===== config.mk =====
export PLATFORM = sky130hd
export DESIGN_NAME = hamming74_serial_decoder
export DESIGN_NICKNAME = d
export VERILOG_FILES = /design/src/rtl/hamming74_serial_decoder.sv
export SDC_FILE = /design/constraint.sdc
export NUM_CORES = 1
export LEC_CHECK = 0
export BUFFER_PORTS_ARGS = -buffer_cell sky130_fd_sc_hd__buf_2
export CAP_MARGIN = 40
export CORE_MARGIN = 8
export CORE_UTILIZATION = 55
export CTS_CLUSTER_SIZE = 30
export DETAILED_ROUTE_END_ITERATION = 12
export PLACE_DENSITY = 0.79
export REMOVE_ABC_BUFFERS = 1
export SLEW_MARGIN = 20
export SYNTH_ARGS = -nofsm -noshare
export SYNTH_HDL_FRONTEND = slang
export SYNTH_SLANG_ARGS = --single-unit
export TNS_END_PERCENT = 20

===== constraint.sdc =====
create_clock -name clk -period 3.1 [get_ports clk]
set_clock_uncertainty 0.15 [all_clocks]
set_input_delay 0.93 -clock clk [delete_from_list [all_inputs] [get_ports clk]]
set_output_delay 0.93 -clock clk [all_outputs]
set_load 0.02 [all_outputs]

===== src/rtl/hamming74_serial_decoder.sv =====
// Hamming(7,4) serial receive stage.
// Deserializes 7-bit codewords that arrive LSB first over a valid/ready bit
// interface. It computes the syndrome, corrects a single-bit error and presents
// the 4-bit data word in a one-deep valid/ready output register. It also keeps
// saturating counts of completed frames and of corrected frames.
//
// Ports:
//   clk, rst        rising-edge clock, synchronous active-high reset
//   bit_in          serial codeword bit, code[0] first
//   bit_valid       bit_in valid this cycle
//   frame_start     marks an accepted bit as code[0] of a new frame
//   in_ready        decoder can accept a bit this cycle
//   data_out        corrected data {d3,d2,d1,d0}
//   syndrome_out    raw syndrome of the delivered codeword
//   err_corrected   syndrome_out != 0
//   out_valid       output register holds an undelivered word
//   out_ready       consumer accepts the word
//   frame_count     frames completed (saturating)
//   corr_count      frames with nonzero syndrome (saturating)
//
// state   | meaning
// --------+-----------------------------------------------------------
// IDLE    | waiting for a frame_start bit; other accepted bits dropped
// COLLECT | shifting in code[1..6]; idx_q is the next bit position

module hamming74_serial_decoder #(
   parameter int COUNT_W = 8
) (
   input  logic               clk,
   input  logic               rst,
   input  logic               bit_in,
   input  logic               bit_valid,
   input  logic               frame_start,
   output logic               in_ready,
   output logic [3:0]         data_out,
   output logic [2:0]         syndrome_out,
   output logic               err_corrected,
   output logic               out_valid,
   input  logic               out_ready,
   output logic [COUNT_W-1:0] frame_count,
   output logic [COUNT_W-1:0] corr_count
);

   typedef enum logic {IDLE, COLLECT} state_t;

   state_t               state_q, state_d;
   logic [2:0]           idx_q, idx_d;
   logic [5:0]           shreg_q, shreg_d;
   logic [3:0]           data_q, data_d;
   logic [2:0]           synd_q, synd_d;
   logic                 err_q, err_d;
   logic                 ov_q, ov_d;
   logic [COUNT_W-1:0]   frame_cnt_q, frame_cnt_d;
   logic [COUNT_W-1:0]   corr_cnt_q, corr_cnt_d;

   logic                 accept;
   logic                 complete;
   logic [6:0]           code;
   logic [2:0]           syn;
   logic [6:0]           flip;
   logic [6:0]           fixed;

   always_comb begin
      state_d     = state_q;
      idx_d       = idx_q;
      shreg_d     = shreg_q;
      data_d      = data_q;
      synd_d      = synd_q;
      err_d       = err_q;
      ov_d        = ov_q && !out_ready;
      frame_cnt_d = frame_cnt_q;
      corr_cnt_d  = corr_cnt_q;
      complete    = 1'b0;

      // Stall only the final bit, and only while the output register is full.
      // The earlier bits can always be shifted in.
      in_ready = !(state_q == COLLECT && idx_q == 3'd6 && ov_q && !out_ready);
      accept   = bit_valid && in_ready;

      // The 7th bit is still on bit_in at the completion edge.
      code   = {bit_in, shreg_q};
      syn[0] = code[0] ^ code[2] ^ code[4] ^ code[6];
      syn[1] = code[1] ^ code[2] ^ code[5] ^ code[6];
      syn[2] = code[3] ^ code[4] ^ code[5] ^ code[6];
      flip   = 7'd0;
      if (syn != 3'd0) begin
         flip = 7'd1 << (syn - 3'd1);
      end
      fixed = code ^ flip;

      if (accept) begin
         if (frame_start) begin
            shreg_d = {5'd0, bit_in};
            idx_d   = 3'd1;
            state_d = COLLECT;
         end else if (state_q == COLLECT) begin
            if (idx_q == 3'd6) begin
               complete = 1'b1;
               idx_d    = 3'd0;
               state_d  = IDLE;
            end else begin
               shreg_d[idx_q] = bit_in;
               idx_d          = idx_q + 3'd1;
            end
         end
      end

      // A load on the same edge as a handshake wins over the clear.
      if (complete) begin
         data_d = {fixed[6], fixed[5], fixed[4], fixed[2]};
         synd_d = syn;
         err_d  = (syn != 3'd0);
         ov_d   = 1'b1;
         if (frame_cnt_q != {COUNT_W{1'b1}}) begin
            frame_cnt_d = frame_cnt_q + COUNT_W'(1);
         end
         if (syn != 3'd0 && corr_cnt_q != {COUNT_W{1'b1}}) begin
            corr_cnt_d = corr_cnt_q + COUNT_W'(1);
         end
      end
   end

   always_ff @(posedge clk) begin
      if (rst) begin
         state_q     <= IDLE;
         idx_q       <= 3'd0;
         shreg_q     <= 6'd0;
         data_q      <= 4'd0;
         synd_q      <= 3'd0;
         err_q       <= 1'b0;
         ov_q        <= 1'b0;
         frame_cnt_q <= '0;
         corr_cnt_q  <= '0;
      end else begin
         state_q     <= state_d;
         idx_q       <= idx_d;
         shreg_q     <= shreg_d;
         data_q      <= data_d;
         synd_q      <= synd_d;
         err_q       <= err_d;
         ov_q        <= ov_d;
         frame_cnt_q <= frame_cnt_d;
         corr_cnt_q  <= corr_cnt_d;
      end
   end

   assign data_out      = data_q;
   assign syndrome_out  = synd_q;
   assign err_corrected = err_q;
   assign out_valid     = ov_q;
   assign frame_count   = frame_cnt_q;
   assign corr_count    = corr_cnt_q;

endmodule


==> results of run 1 <==
[final cells by class]
class / count / area (µm²)
flip-flops and latches: 35 / 700.7
multi-input cells: 156 / 1061
inverters: 6 / 22.52
clock buffers: 6 / 51.30
well taps: 46 / 57.56
clock inverters: 2 / 35.03
repair buffers: 35 / 185.2
fillers: 304 / 1145
[power groups by stage]
stage                     logic, µW  registers, µW  clock network, µW
after floorplan                43.3            466                  0
after global placement         66.2            467                  0
after detailed placement       68.1            468                  0
after CTS                      68.2            457                347
after global routing           74.4            458                370
final                          68.1            457                339
[Yosys cell counts, types with 2 or more instances]
master     n
clkbuf_1   7
nor2_1    32
nor2b_1    4
nand3_1   16
and4_1     2
xnor2_2    4
ha_1       4
nand3b_1   2
dfxtp_1   35
nor4b_2    3
inv_1      6
a211oi_1   8
nand4_1    2
and2_1     2
and3_1     8
o21ai_0    7
a21oi_1    8
o31a_1     2
nand2_1   10
xnor2_1    9
xor2_1    12
nor3_1     3
[per-stage QoR]
stage / setup slack (ns) / cells / power (µW)
after global routing: 0.2919 / 286 / 902.7
after global placement: 0.1689 / 278 / 533.6
after CTS: 0.4432 / 286 / 872.1
after floorplan: 0.3669 / 197 / 509.7
final: 0.4477 / 286 / 864.2
after detailed placement: 0.08135 / 278 / 535.7
[logic make-up (layout without fill, tap and decap cells)]
family	after synthesis	in the layout	synth area share, %
AO/OA/AOI/OAI	34	34	12.74
XOR/XNOR	25	25	13.63
adder cells (fa/ha/maj)	4	4	2.740
buffers and inverters	16	49	3.562
flip-flops	35	35	38.36
multiplexers	1	1	0.5480
AND/OR/NAND/NOR	92	92	28.43
[critical path: cells and delay by family]
kind | cells | cell delay, ns
fa+ha+maj | 1 | 0.25
simple gates | 4 | 0.88
buf+inv | 1 | 0.16
xor+xnor | 3 | 0.49
[per-layer routing]
layer / vias to the layer above / wire [µm] / track usage (%) / part of all wire, %
li1: 792 / - / - / -
met1: 707 / 1626 / 16.56 / 44
met2: 40 / 1822 / 25.20 / 49
met3: 7 / 212 / 3.138 / 5.7
met4: 0 / 57 / 5.322 / 1.5
met5: - / 0 / 0 / 0
[state kept, by name, summed over array words and instances (netlist names)]
| register | cells |
|---|---|
| syndrome_out | 3 |
| err_corrected | 1 |
| frame_count | 8 |
| out_valid | 1 |
| data_out | 4 |
| state_q | 1 |
| corr_count | 8 |
| idx_q | 3 |
| shreg_q | 6 |
[final timing paths]
path,endpoint,slack [ns],cells past startpoint
min reg2reg,corr_count[1],0.35,2
max,corr_count[7],0.45,9
max reg2reg,corr_count[7],0.80,8
min,corr_count[1],0.35,2
==> results.sh, run 1 <==
export IMPL_hold_violations=0
export IMPL_layout_common_cells="dfxtp_1, nor2_1, buf_2, nand3_1, xor2_1"
export IMPL_nets=249
export IMPL_antenna_found_initial=0
export IMPL_place_congestion=0.8496
export IMPL_ys_warnings_count=0
export IMPL_cp_slowest_stage_delay_ns=0.47
export IMPL_power_internal_uw=672.2
export IMPL_clkLatencyLatePin_ns=0.33
export IMPL_drt_iter0_markers=125
export IMPL_final_layout_size_suffix_gt1_share_pct=22.50
export IMPL_tightest_slew_ns=0.6545
export IMPL_fp_dieArea_um2=5421
export IMPL_root_buffer="clkbuf_4"
export IMPL_initial_core_util_pct=56.07
export IMPL_num_io_pins=32
export IMPL_cts_resized=0
export IMPL_p_leak_uw=0.0008687
export IMPL_rsz0062_at_grt="false"
export IMPL_cp_max_fo=8
export IMPL_tns_ns=0
export IMPL_hp_start="corr_count[1]"
export IMPL_htree_levels=2
export IMPL_hold_buffers=0
export IMPL_drtPass1Iterations=4
export IMPL_drv_cap=0
export IMPL_ys_async_sr_fraction_pct=0
export IMPL_vdd_drop_max_mv=0.3115
export IMPL_drcViolationCount=0
export IMPL_fin_area_um2=2113
export IMPL_crit_path_start_kind="input pin"
export IMPL_grt_pass1_wl_um=6348
export IMPL_dr_total_vias=1546
export IMPL_fmax_ghz=0.3770
export IMPL_slew_limit_headroom_pct=56.37
export IMPL_die_x_um=73.63
export IMPL_setup_viol=0
export IMPL_status="finished, final reports clean"
export IMPL_ys_seq_area_share_pct=38.36
export IMPL_whs_ns=0.3536
export IMPL_synth_edf_count=0
export IMPL_grt_pass1_vias=1444
export IMPL_detail_route_antenna_nets=0
export IMPL_synth_cells=207
export IMPL_postCtsSetupRepairBufs=0
export IMPL_finalWirelength_um=3719
export IMPL_utilization_pct=64.86
export IMPL_grt_overflow_total=0
export IMPL_crit_path_end_kind="flop"
export IMPL_layout_commonest_cell="dfxtp_1"
export IMPL_crit_chain="buf_2, xnor2_2, xnor2_2, and2_1, ha_1, nor4_4, nand4_1, xor2_1, nor2_1"
export IMPL_globalRouteTotalUtil_pct=14.41
export IMPL_dp_hpwl_um=2752
export IMPL_seqPwrFrac_pct=52.9
export IMPL_grt_max_degree=37
export IMPL_ys_ff_latch=35
export IMPL_coreArea_um2=3258
export IMPL_synth_largest_area_cell="dfxtp_1"
export IMPL_area_delta_synth_final_pct=15.69
export IMPL_crit_start="bit_in"
export IMPL_antenna_cells=0
export IMPL_path_class="in -> reg"
export IMPL_clock_sinks=35
export IMPL_cellPowerDensity_nw_per_um2=408.9
export IMPL_cts_buffers_inserted=5
export IMPL_syn_area_um2=1827
export IMPL_synthFlopType="dfxtp_1"
export IMPL_clkPwrFrac_pct=39.2
export IMPL_fin_crit_sh_pct=85.56
export IMPL_slew_viol_final=0
export IMPL_avgViaCountPerCell=5.406
export IMPL_cts_buffer_depth=2
export IMPL_synth_cell_type_count=43
export IMPL_period_needed_ns=2.652
export IMPL_p_switching_uw=192.0
export IMPL_cp_arrival_ns=2.71
export IMPL_synth_area_leaders="dfxtp_1, nor2_1, xor2_1, nand3_1, xnor2_1"
export IMPL_worst_hold_path_type="reg -> reg"
export IMPL_placed_area_um2=2027
export IMPL_synth_top_area_share_pct=38.36
export IMPL_critPathMostFrequentCell="xnor2_2"
export IMPL_reg2reg_from="shreg_q[2]"
export IMPL_switching_share_pct=22.21
export IMPL_path_clk_slew_ns=0.11
export IMPL_die_h_um=73.63
export IMPL_p_comb_share_pct=7.9
export IMPL_rows=21
export IMPL_synth_area_per_cell_um2=8.825
export IMPL_cts_tree="done"
export IMPL_crit_slowest_cell="nor4_4"
export IMPL_worstPathRequired_ns=3.16
export IMPL_routedWlPerCell_um=13.00
export IMPL_numPortBuffers=31
No activity file was read; power rests on OpenSTA's default activity.
==> run 2, diff against run 1 <==
--- a/config.mk
+++ b/config.mk
@@ -5,14 +5,17 @@
 export SDC_FILE = /design/constraint.sdc
 export NUM_CORES = 1
 export LEC_CHECK = 0
+export ABC_CLOCK_PERIOD_IN_PS = 3100
 export BUFFER_PORTS_ARGS = -buffer_cell sky130_fd_sc_hd__buf_2
 export CAP_MARGIN = 40
+export CORE_ASPECT_RATIO = 0.8
 export CORE_MARGIN = 8
 export CORE_UTILIZATION = 55
 export CTS_CLUSTER_SIZE = 30
 export DETAILED_ROUTE_END_ITERATION = 12
 export PLACE_DENSITY = 0.79
 export REMOVE_ABC_BUFFERS = 1
+export SKIP_LAST_GASP = 1
 export SLEW_MARGIN = 20
 export SYNTH_ARGS = -nofsm -noshare
 export SYNTH_HDL_FRONTEND = slang
==> run 2 against run 1 <==
Wire length is 1.1% higher. Critical path depth stayed put. Non-clock buffer count is 1 higher. Die area is 0.21% higher. Register-to-register slack worse by 0.02 ns. Cell count is 1.7% lower. Critical path type unchanged. Hold slack worse by 0.014 ns. Clock-buffer cell count is 1 higher. Cell area is 0.24% lower. First-iteration DRC count is 33% lower. Worst setup slack worse by 0.064 ns. Highest routed layer unchanged. Clock power is 8.3% lower.
==> results.sh, run 2 (same netlist as run 1, synthesis figures left out) <==
export IMPL_status="finished, final reports clean"
export IMPL_slew_viol_final=0
export IMPL_clock_sinks=35
export IMPL_crit_path_start_kind="input pin"
export IMPL_slew_limit_headroom_pct=57.12
export IMPL_hold_violations=0
export IMPL_antenna_found_initial=0
export IMPL_worst_hold_path_type="reg -> reg"
export IMPL_cts_buffers_inserted=5
export IMPL_hold_buffers=0
export IMPL_path_class="in -> reg"
export IMPL_htree_levels=2
export IMPL_r2r_cells=8
export IMPL_power_uw=835.8
export IMPL_avgViaCountPerCell=5.470
export IMPL_initial_core_util_pct=58.35
export IMPL_path_clk_slew_ns=0.07
export IMPL_num_io_pins=32
export IMPL_clkLatencyLatePin_ns=0.28
export IMPL_cts_resized=0
export IMPL_fillCellCount=277
export IMPL_detail_route_antenna_nets=0
export IMPL_root_buffer="clkbuf_8"
export IMPL_drtPass1Iterations=4
export IMPL_clkPwrFrac_pct=37.2
export IMPL_fmax_ghz=0.3682
export IMPL_nets=250
export IMPL_coreArea_um2=3131
export IMPL_setup_viol=0
export IMPL_fp_dieArea_um2=5433
export IMPL_cts_tree="done"
export IMPL_fin_crit_sh_pct=87.62
export IMPL_power_internal_uw=639.3
export IMPL_die_h_um=67.55
export IMPL_antenna_cells=0
export IMPL_rsz0062_at_grt="false"
export IMPL_grt_overflow_total=0
export IMPL_grt_max_degree=37
export IMPL_p_comb_share_pct=8.1
export IMPL_utilization_pct=67.35
export IMPL_worstPathRequired_ns=3.10
export IMPL_switching_share_pct=23.52
export IMPL_reg2reg_setup_slack_ns=0.78
export IMPL_rows=18
export IMPL_cellPowerDensity_nw_per_um2=396.5
export IMPL_drv_cap=0
export IMPL_seqPwrFrac_pct=54.8
export IMPL_grt_pass1_wl_um=6423
export IMPL_cts_buffer_depth=2
export IMPL_finalWirelength_um=3761
export IMPL_min_path_cells=2
export IMPL_period_needed_ns=2.716
export IMPL_final_layout_size_suffix_gt1_share_pct=21.99
export IMPL_postCtsSetupRepairBufs=0
export IMPL_layout_commonest_cell="dfxtp_1"
export IMPL_numPortBuffers=31
export IMPL_p_switching_uw=196.6
export IMPL_vdd_drop_max_mv=0.2751
export IMPL_grt_pass1_vias=1443
export IMPL_area_delta_synth_final_pct=15.41
export IMPL_crit_path_end_kind="flop"
export IMPL_tns_ns=0
export IMPL_routedWlPerCell_um=13.38
export IMPL_layout_common_cells="dfxtp_1, nor2_1, buf_2, nand3_1, xor2_1"
export IMPL_dr_total_vias=1537
export IMPL_place_congestion=0.7663
export IMPL_die_x_um=80.44
export IMPL_p_leak_uw=0.0008682
export IMPL_drcViolationCount=0
export IMPL_tightest_slew_ns=0.6433
export IMPL_cp_arrival_ns=2.72
export IMPL_cp_max_fo=8
export IMPL_globalRouteTotalUtil_pct=14.77
export IMPL_drt_iter0_markers=84
export IMPL_dp_hpwl_um=2759
run 2: changes by cell type in the layout (fill, tap and decap cells not counted):
cell	change
bufinv_16	-1
clkbuf_1	+2
clkbuf_4	-5
clkbuf_8	+4
buf_4	+1
run 2: worst max-delay path, cell delays in order:
cell and delay (ns):
buf_2 0.16, xnor2_2 0.23, xnor2_2 0.10, and2_1 0.18, ha_1 0.24, nor4_4 0.49
nand4_1 0.18, xor2_1 0.16, nor2_1 0.05
run 2: worst paths after layout:
path	from	endpoint
max	bit_in	corr_count[7]
min	corr_count[1]	corr_count[1]
max reg2reg	shreg_q[2]	corr_count[7]
min reg2reg	corr_count[1]	corr_count[1]
run 2: metal layers:
metal	vias to the layer above	part of all wire [%]	GRT usage, %
met3	5	4.7	4.244
met2	26	42	21.98
li1	794	-	-
met5	-	0	0
met1	712	52	19.49
met4	0	1.0	6.335
run 2: power by group through the flow:
stage	Sequential (µW)	Clock, µW	Combinational (µW)
global route	458	336	74.6
CTS	457	321	67.5
floorplan	466	0	43.3
detailed placement	467	0	67.2
finish	458	311	67.5
global placement	468	0	66.0
run 2: through the flow:
stage | hold slack [ns] | instance area [µm²] | cells | worst slack, ns
6_report | 0.3391 | 2108 | 281 | 0.3839
2_1_floorplan | 0.3162 | 1784 | 197 | 0.3669
4_1_cts | 0.3410 | 2108 | 281 | 0.4038
5_1_grt | 0.3750 | 2108 | 281 | 0.2656
3_3_place_gp | 0.3355 | 2027 | 273 | 0.1346
3_5_place_dp | 0.3310 | 2027 | 273 | 0.1090
run 2: area by class of cell:
type                            count  area, µm²  share of cell area, %
Timing Repair Buffer               36      192.7                  9.139
Clock buffer                        7      76.32                  3.620
Sequential cell                    35      700.7                  33.23
Clock inverter                      1      5.005                 0.2374
Tap cell                           40      50.05                  2.374
Multi-Input combinational cell    156       1061                  50.33
Inverter                            6      22.52                  1.068
==> run 3, diff against run 2 <==
--- a/config.mk
+++ b/config.mk
@@ -10,10 +10,11 @@
 export CAP_MARGIN = 40
 export CORE_ASPECT_RATIO = 0.8
 export CORE_MARGIN = 8
-export CORE_UTILIZATION = 55
+export CORE_UTILIZATION = 57
+export CTS_BUF_LIST = sky130_fd_sc_hd__clkbuf_2 sky130_fd_sc_hd__clkbuf_4 sky130_fd_sc_hd__clkbuf_8
 export CTS_CLUSTER_SIZE = 30
 export DETAILED_ROUTE_END_ITERATION = 12
-export PLACE_DENSITY = 0.79
+export PLACE_DENSITY = 0.81
 export REMOVE_ABC_BUFFERS = 1
 export SKIP_LAST_GASP = 1
 export SLEW_MARGIN = 20
==> run 3 against run 2 <==
Utilization grew 1.2 points. Sequential power is essentially flat. Cell count shrank 0.71%. Non-clock buffer count shrank 2. Critical path type unchanged. Hold slack lost 0.0012 ns. Sequential share of layout area grew 0.12 points. Clock power grew 4%. Wire length shrank 0.16%. Critical path depth is the same.
==> results.sh, run 3 (same netlist as run 1, synthesis figures left out) <==
export IMPL_status="finished, final reports clean"
export IMPL_drtPass1Iterations=4
export IMPL_utilization_pct=68.59
export IMPL_detail_route_antenna_nets=0
export IMPL_slew_viol_final=0
export IMPL_cts_resized=0
export IMPL_period_needed_ns=2.706
export IMPL_rows=18
export IMPL_layout_commonest_cell="dfxtp_1"
export IMPL_area_delta_synth_final_pct=15.00
export IMPL_fin_crit_sh_pct=87.30
export IMPL_postCtsSetupRepairBufs=0
export IMPL_coreArea_um2=3063
export IMPL_place_congestion=0.7930
export IMPL_p_leak_uw=0.0008596
export IMPL_crit_path_start_kind="input pin"
export IMPL_grt_max_degree=37
export IMPL_die_h_um=66.64
export IMPL_die_x_um=79.30
export IMPL_dp_cells=271
export IMPL_clkLatencyLatePin_ns=0.28
export IMPL_min_path_cells=2
export IMPL_tightest_slew_ns=0.6540
export IMPL_path_class="in -> reg"
export IMPL_globalRouteTotalUtil_pct=14.98
export IMPL_slew_limit_headroom_pct=56.40
export IMPL_hold_violations=0
export IMPL_cp_max_fo=8
export IMPL_cts_buffer_depth=2
export IMPL_antenna_cells=0
export IMPL_cp_arrival_ns=2.70
export IMPL_seq_area_um2=700.7
export IMPL_dr_total_vias=1552
export IMPL_multi_input_area_um2=1061
export IMPL_fp_dieArea_um2=5284
export IMPL_path_clk_slew_ns=0.07
export IMPL_grt_overflow_total=0
export IMPL_setup_ws_ns=0.3938
export IMPL_antenna_found_initial=0
export IMPL_drcViolationCount=0
export IMPL_drv_cap=0
export IMPL_r2r_cells=8
export IMPL_grt_pass1_wl_um=6534
export IMPL_crit_start="bit_in"
export IMPL_root_buffer="clkbuf_8"
export IMPL_tns_ns=0
export IMPL_htree_levels=2
export IMPL_rsz0062_at_grt="false"
export IMPL_initial_core_util_pct=59.64
export IMPL_fillCellCount=262
export IMPL_dp_hpwl_um=2703
export IMPL_worstPathRequired_ns=3.10
export IMPL_grt_pass1_vias=1388
export IMPL_num_io_pins=32
export IMPL_hold_buffers=0
export IMPL_numPortBuffers=31
export IMPL_fin_cells=279
export IMPL_worst_hold_path_type="reg -> reg"
export IMPL_detailedPlace_worstSlack_ns=0.1066
export IMPL_hp_start="shreg_q[3]"
export IMPL_cts_buffers_inserted=5
export IMPL_crit_path_end_kind="flop"
export IMPL_drt_iter0_markers=145
export IMPL_vdd_drop_max_mv=0.2451
export IMPL_routedWlPerCell_um=13.46
export IMPL_setup_viol=0
export IMPL_nets=248
export IMPL_fmax_ghz=0.3695
export IMPL_reg2reg_from="shreg_q[2]"
export IMPL_cellPowerDensity_nw_per_um2=403.9
export IMPL_final_layout_size_suffix_gt1_share_pct=22.18
export IMPL_avgViaCountPerCell=5.563
export IMPL_finalWirelength_um=3755
export IMPL_clock_sinks=35
export IMPL_layout_common_cells="dfxtp_1, nor2_1, buf_2, nand3_1, xor2_1"
export IMPL_cts_tree="done"
==> run 3: worst paths after layout <==
kind                                      end  slack [ns]
worst max-delay path            corr_count[3]        0.39
worst min-delay path               shreg_q[3]        0.34
worst max register to register  corr_count[3]        0.80
worst min register to register     shreg_q[3]        0.34
==> run 3: layer usage <==
| layer | vias up | share of wire (%) | global-route usage, % |
|---|---|---|---|
| met1 | 727 | 47 | 18.98 |
| met5 | - | 0 | 0 |
| met2 | 29 | 47 | 24.87 |
| li1 | 794 | - | - |
| met4 | 0 | 0.56 | 2.765 |
| met3 | 2 | 5.1 | 4.301 |
==> run 3: metrics by stage <==
stage / area [µm²] / total power [µW] / hold slack [ns]
6_report: 2101 / 848.5 / 0.3379
5_1_grt: 2101 / 884.8 / 0.3627
4_1_cts: 2101 / 854.3 / 0.3422
3_5_place_dp: 2012 / 534.8 / 0.3319
3_3_place_gp: 2012 / 533.3 / 0.3323
2_1_floorplan: 1784 / 509.7 / 0.3162
==> run 3: area by class of cell <==
| class | instances | area share (%) |
|---|---|---|
| Multi-Input combinational cell | 156 | 50.51 |
| Tap cell | 40 | 2.382 |
| Sequential cell | 35 | 33.35 |
| Timing Repair Buffer | 34 | 8.457 |
| Clock inverter | 2 | 0.5956 |
| Inverter | 6 | 1.072 |
| Clock buffer | 6 | 3.633 |
==> run 3: critical path, cell delays in order <==
cell and delay, ns:
buf_2 0.15, xnor2_2 0.23, xnor2_2 0.11, and2_1 0.18, ha_1 0.23, nor4_4 0.48, nand3_1 0.15, xor2_1 0.17
nor2_1 0.06
==> run 3: where the power goes <==
part | total [µW] | switching (µW) | leakage, µW | internal (µW)
registers | 457 | 4.85 | 0.000282 | 453
logic | 67.1 | 38.0 | 0.000533 | 29.0
clock network | 324 | 158 | 0.0000446 | 166
